**config.mk**
```make
export PLATFORM = sky130hd
export DESIGN_NAME = fetch_unit
export DESIGN_NICKNAME = d
export VERILOG_FILES = /design/src/rtl/fetch_unit.sv
export SDC_FILE = /design/constraint.sdc
export NUM_CORES = 1
export LEC_CHECK = 0
export ABC_AREA = 1
export CAP_MARGIN = 10
export CORE_ASPECT_RATIO = 1.1
export CORE_UTILIZATION = 63
export DETAILED_ROUTE_END_ITERATION = 6
export DONT_BUFFER_PORTS = 1
export GPL_TIMING_DRIVEN = 1
export PLACE_DENSITY = 0.84
export SYNTH_ARGS = -nofsm -noshare
export SYNTH_HDL_FRONTEND = slang
export SYNTH_SLANG_ARGS = --single-unit
```
**constraint.sdc**
```tcl
create_clock -name clk -period 2.24 [get_ports clk]
set_input_delay 0.448 -clock clk [delete_from_list [all_inputs] [get_ports clk]]
set_output_delay 0.448 -clock clk [all_outputs]
set_load 0.05 [all_outputs]
```
**src/rtl/fetch_unit.sv**
```systemverilog
// Instruction fetch stage: issues imem requests, fills the IF/ID register,
// parks one word in a hold buffer when decode stalls, and drains an
// outstanding request after a redirect so stale data never reaches decode.
module fetch_unit #(
  parameter logic [63:0] RESET_PC = 64'h0
) (
  input  logic        clk,
  input  logic        reset,
  output logic        imem_req,
  output logic [63:0] imem_addr,
  input  logic        imem_ack,
  input  logic [31:0] imem_rdata,
  input  logic        stall,
  input  logic        branch_taken,
  input  logic [63:0] branch_target,
  output logic [31:0] id_instr,
  output logic [63:0] id_pc,
  output logic        id_valid
);

  typedef enum logic [1:0] {
    FETCH = 2'd0,
    HOLD  = 2'd1,
    DRAIN = 2'd2
  } state_t;

  state_t      state;
  logic [63:0] pc;
  logic [63:0] req_addr;
  logic [31:0] hold_instr;
  logic [63:0] hold_pc;

  logic [63:0] pc_plus4;
  logic [63:0] redirect_pc;
  logic        ifid_free;
  logic        ifid_consume;

  assign pc_plus4     = pc + 64'd4;
  assign redirect_pc  = branch_target & ~64'h3;
  assign ifid_free    = !id_valid || !stall;
  assign ifid_consume = id_valid && !stall;

  assign imem_req  = (state != HOLD);
  assign imem_addr = req_addr;

  // Fetch FSM, IF/ID register and hold buffer
  always_ff @(posedge clk or negedge reset) begin
    if (!reset) begin
      state      <= FETCH;
      pc         <= RESET_PC;
      req_addr   <= RESET_PC;
      hold_instr <= '0;
      hold_pc    <= '0;
      id_instr   <= '0;
      id_pc      <= '0;
      id_valid   <= 1'b0;
    end else begin
      case (state)
        FETCH: begin
          if (branch_taken) begin
            id_valid <= 1'b0;
            pc       <= redirect_pc;
            if (imem_ack) begin
              req_addr <= redirect_pc;
            end else begin
              // request still in flight at the old address; let it complete
              state <= DRAIN;
            end
          end else if (imem_ack) begin
            pc <= pc_plus4;
            if (ifid_free) begin
              id_instr <= imem_rdata;
              id_pc    <= req_addr;
              id_valid <= 1'b1;
              req_addr <= pc_plus4;
            end else begin
              hold_instr <= imem_rdata;
              hold_pc    <= req_addr;
              state      <= HOLD;
            end
          end else if (ifid_consume) begin
            id_valid <= 1'b0;
          end
        end

        HOLD: begin
          if (branch_taken) begin
            id_valid <= 1'b0;
            pc       <= redirect_pc;
            req_addr <= redirect_pc;
            state    <= FETCH;
          end else if (!stall) begin
            id_instr <= hold_instr;
            id_pc    <= hold_pc;
            id_valid <= 1'b1;
            req_addr <= pc;
            state    <= FETCH;
          end
        end

        DRAIN: begin
          // a redirect here only retargets pc; the pending ack is still discarded
          if (branch_taken) begin
            id_valid <= 1'b0;
            pc       <= redirect_pc;
          end else if (imem_ack) begin
            req_addr <= pc;
            state    <= FETCH;
          end
        end

        default: state <= FETCH;
      endcase
    end
  end

endmodule
```
* Word level (Yosys, flattened, before mapping)
Index checks and enable logic that the tools add are counted.
** Word-level totals
- Register bits :: 323
- Bits of input ports :: 101
- Output and inout port bits :: 162
- Word-level logic and storage cells :: 87
** Operators by class
- Add/subtract/negate cells :: 1
- Equal/unequal tests :: 19
- Multiplexer cells :: 42
- Bitwise logic cells :: 2
- Reduce and logical (&&, ||, !) cells :: 15
** Operators with widths (count)
- $mux 64 :: 16
- $pmux 64 s2 :: 2
- $pmux 64 s3 :: 1
- $mux 32 :: 5
- $add 64x3->64 const B :: 1
- $pmux 32 s2 :: 1
- $reduce_and 6->1 :: 3
- $mux 2 :: 8
- $ne 2x2->1 const B :: 8
- $ne 3x3->1 const B :: 5
- $ne 4x4->1 const B :: 2
- $mux 1 :: 7
- $pmux 2 s3 :: 1
- $reduce_and 5->1 :: 1
- $ne 2x1->1 const B :: 2
- $reduce_and 4->1 :: 1
- $reduce_bool 2->1 :: 2
- $pmux 1 s3 :: 1
- $reduce_and 3->1 :: 1
- $reduce_bool 3->1 :: 1
- $eq 2x1->1 const B :: 1
- $eq 2x2->1 const B :: 1
- $logic_not 1->1 :: 2
- $logic_not 2->1 :: 1
- other kinds (4) :: 5

* Logic depth before layout (Yosys ltp)
- Depth in word-level cells :: 6
- Depth in mapped cells :: 13
- Mapped depth without buffers :: 11

* Least setup slack after synthesis
No wires, ideal clock.
- Path kind :: register -> output
- Start :: register state[1]
- End :: output imem_req
- Data arrival time :: 1.677 ns
- Data required time :: 1.792 ns
- Slack :: 0.115 ns
- Stages on the path, launching flop included :: 6
- Buffers on the path :: 2
- Cells stage by stage :: dfrtp_1 > inv_1 > ha_1 > inv_2 > clkbuf_1 > clkbuf_1
** Between the ends
- Word-level cells in the longest chain between the ends :: 1
** Ends and longest elaborated chain
- start: declaration :: RTL line 27 : state_t state;
- start signal: assignment :: RTL line 49 : state <= FETCH;
- start signal: assignment :: RTL line 67 : state <= DRAIN;
- start signal: assignment :: RTL line 79 : state <= HOLD;
- $ne 2x1->1 :: RTL line 43 : assign imem_req = (state != HOLD);
- end: declaration :: RTL line 9 : output logic imem_req,
Every way passes these cells.

* Worst setup path in the final report
Ends and elaborated chain as after synthesis.

==> metrics.cfg <==
[outcome]
outcome=finished with violations
violations=hold timing

[detailed_routing]
post_drt_wl_per_cell_microns=20.5
drtPass1Iterations=5
routed_wl_mm=51.7
drc=0
vias_per_cell=6.19
ant_nets=0
first_iter_violations=1856
vias=15582

[worst_setup_path]
cp.arrival_ps=1720
critPathCaptureType=output port
path_max_fanout=31
crit_type=reg -> out
cp-start-kind=flip-flop
cp.required_ps=1790
r2r-start=pc[4]
startpoint=state[1]

[place]
portBuffers=0
gp_congestion=0.976
pre_cts_ws_ps=99.0
dp_hpwl_mm=36.1

[run]
cap_violations=0

[timing]
post-route-period-util_pct=96.8
finalSetupViolations=0
setup-tns-final_ps=0
slew_viol_final=0
fmax_mhz=461
worst_pin_slew_ps=756
holdWs_ps=-384
skew_ps=23.6
finalCriticalPeriod_ps=2170
finalHoldViolations=323
grt_setup_unrepaired=false
slew_headroom_pct=49.6
setup_slack_ps=70.6

[clocking]
htree_levels=2
cts_tree=built
cts_sinks=323
path_clk_slew_ps=60
clockBufferDepth=3
ctsRootBufferMaster=clkbuf_16
cts_buffers=34
clk_latency_ps=520

[cells_and_area]
nets=2243
final-seq-area_sq_um=8080
syn_to_final_growth_pct=10.5
multiInputGateArea_sq_um=8000
antenna_cells=0
fillers=2102
drive_gt1_share_pct=12.1

[global_routing]
antenna_found_initial=0
grt_overflow=0
grt_pass1_vias=14765
grt_max_degree=324
grt_usage_pct=36.4
grt_pass1_wl_mm=80.3

[synth]
ys_types=40
syn_area_per_cell_sq_um=7.97
syn_area_sq_um=17200
synth_top_area_cell=dfrtp_1
synth_seq_cells=323
yosysSeqAreaShare_pct=46.9
yosysTopAreaCellShare_pct=46.9
syn-num-nets=2267
yosys_warnings=0
synth_area_leaders=dfrtp_1 (47%), nand2_1 (10%), nor2_1 (6.7%)
synth_cells=2161

[floorplan]
io-pin-count=263
die_h_microns=175
die_x_microns=160
row_count=63
die-area_sq_um=28000
placeableCoreArea_sq_um=26900
initial_core_util_pct=64.1

[worst_hold_path]
hold_path.class=in -> async

per-layer routing:
metal	wire length, microns	GRT usage (%)
met5	0	0
met1	20500	48.3
met3	5860	10.3
met2	23500	57.0
met4	1780	13.1
path summary, 6_finish.rpt:
check,slack [ps],endpoint,cells past startpoint
min in group clk,70,hold_instr[6],1
worst max register to register,110,imem_addr[41],10
worst max-delay path,70,imem_req,4
worst min register to register,480,hold_pc[9],2
max in group asynchronous,1990,pc[21],0
worst min-delay path,-380,hold_instr[25],0
synthesized netlist by cell type (all sizes together):
library cell / count
o31ai: 4
nor2: 333
a22oi: 38
nand3: 109
and2: 3
dfrtp: 323
a21oi: 177
nor3: 19
a41oi: 1
mux2: 85
nor4: 1
a31oi: 115
or2: 1
o22ai: 5
o21a: 1
nand2: 479
nand3b: 2
inv: 146
nand4: 19
clkinv: 1
mux2i: 22
a211oi: 1
o211ai: 5
o21ai: 132
ha: 5
xnor2: 1
buf: 84
clkbuf: 48
o2111a: 1
cell type report:
type / instances / area share, %
clock buffers: 52 / 5.26
clock inverters: 7 / 0.454
inverters: 147 / 2.99
multi-input cells: 1559 / 42.1
flip-flops and latches: 323 / 42.5
well taps: 357 / 2.35
repair buffers: 72 / 4.40
registers in the layout, summed over array words and instances, names as in the netlist:
register / count
imem_addr: 64
hold_pc: 64
id_valid: 1
hold_instr: 32
state: 2
pc: 64
id_instr: 32
id_pc: 64
through the flow:
stage	area, sq um	hold slack [ps]	util [%]	instances
floorplan	17200	152	-	2161
global placement	17800	162	66.1	2447
detailed placement	17800	160	66.1	2447
CTS	18900	-387	70.2	2506
global route	19000	-395	70.8	2517
finish	19000	-384	70.8	2517
critical path, stage by stage, from the launching register on:
cell and delay (ps):
dfrtp_1 420, inv_1 130, ha_4 220, clkinv_8 180, buf_12 230
cells in the final DEF (no fill, tap or decap), types with 6 or more instances in the layout:
cell and n:
nor2_2 21, a21oi_1 177, clkbuf_16 37, dfrtp_1 323, nand2_2 7, buf_4 49
clkbuf_1 11, nor2_4 6, mux2i_1 22, a31oi_1 115, nor2_1 306, o21ai_0 131
nand3_1 105, nand2_1 470, buf_12 19, inv_1 140, clkbuf_8 6, mux2_2 85
nor3_1 15, nand4_1 19, a22oi_1 36
logic make-up (layout without fill, tap and decap cells):
| family | count (synthesis) | in the layout | synth area share, % |
|---|---|---|---|
| multiplexers | 107 | 107 | 6.84 |
| buffers and inverters | 279 | 278 | 6.88 |
| adder cells (fa/ha/maj) | 5 | 5 | 0.363 |
| XOR/XNOR | 1 | 1 | 0.0509 |
| flip-flops | 323 | 323 | 46.9 |
| AND/OR/NAND/NOR | 966 | 966 | 23.3 |
| AO/OA/AOI/OAI | 480 | 480 | 15.7 |
what timing repair did:
action,4_1_cts,5_1_grt
buffers inserted,0,9
pin swaps,0,1
gates cloned,0,2
endpoints found under the hold margin,323,323
gates resized for setup,2,6
setup endpoints to repair,1,82
Power is left out: the tool's default activity adds up to more than one toggle a clock period on the data nets, which glitch-free logic cannot reach.
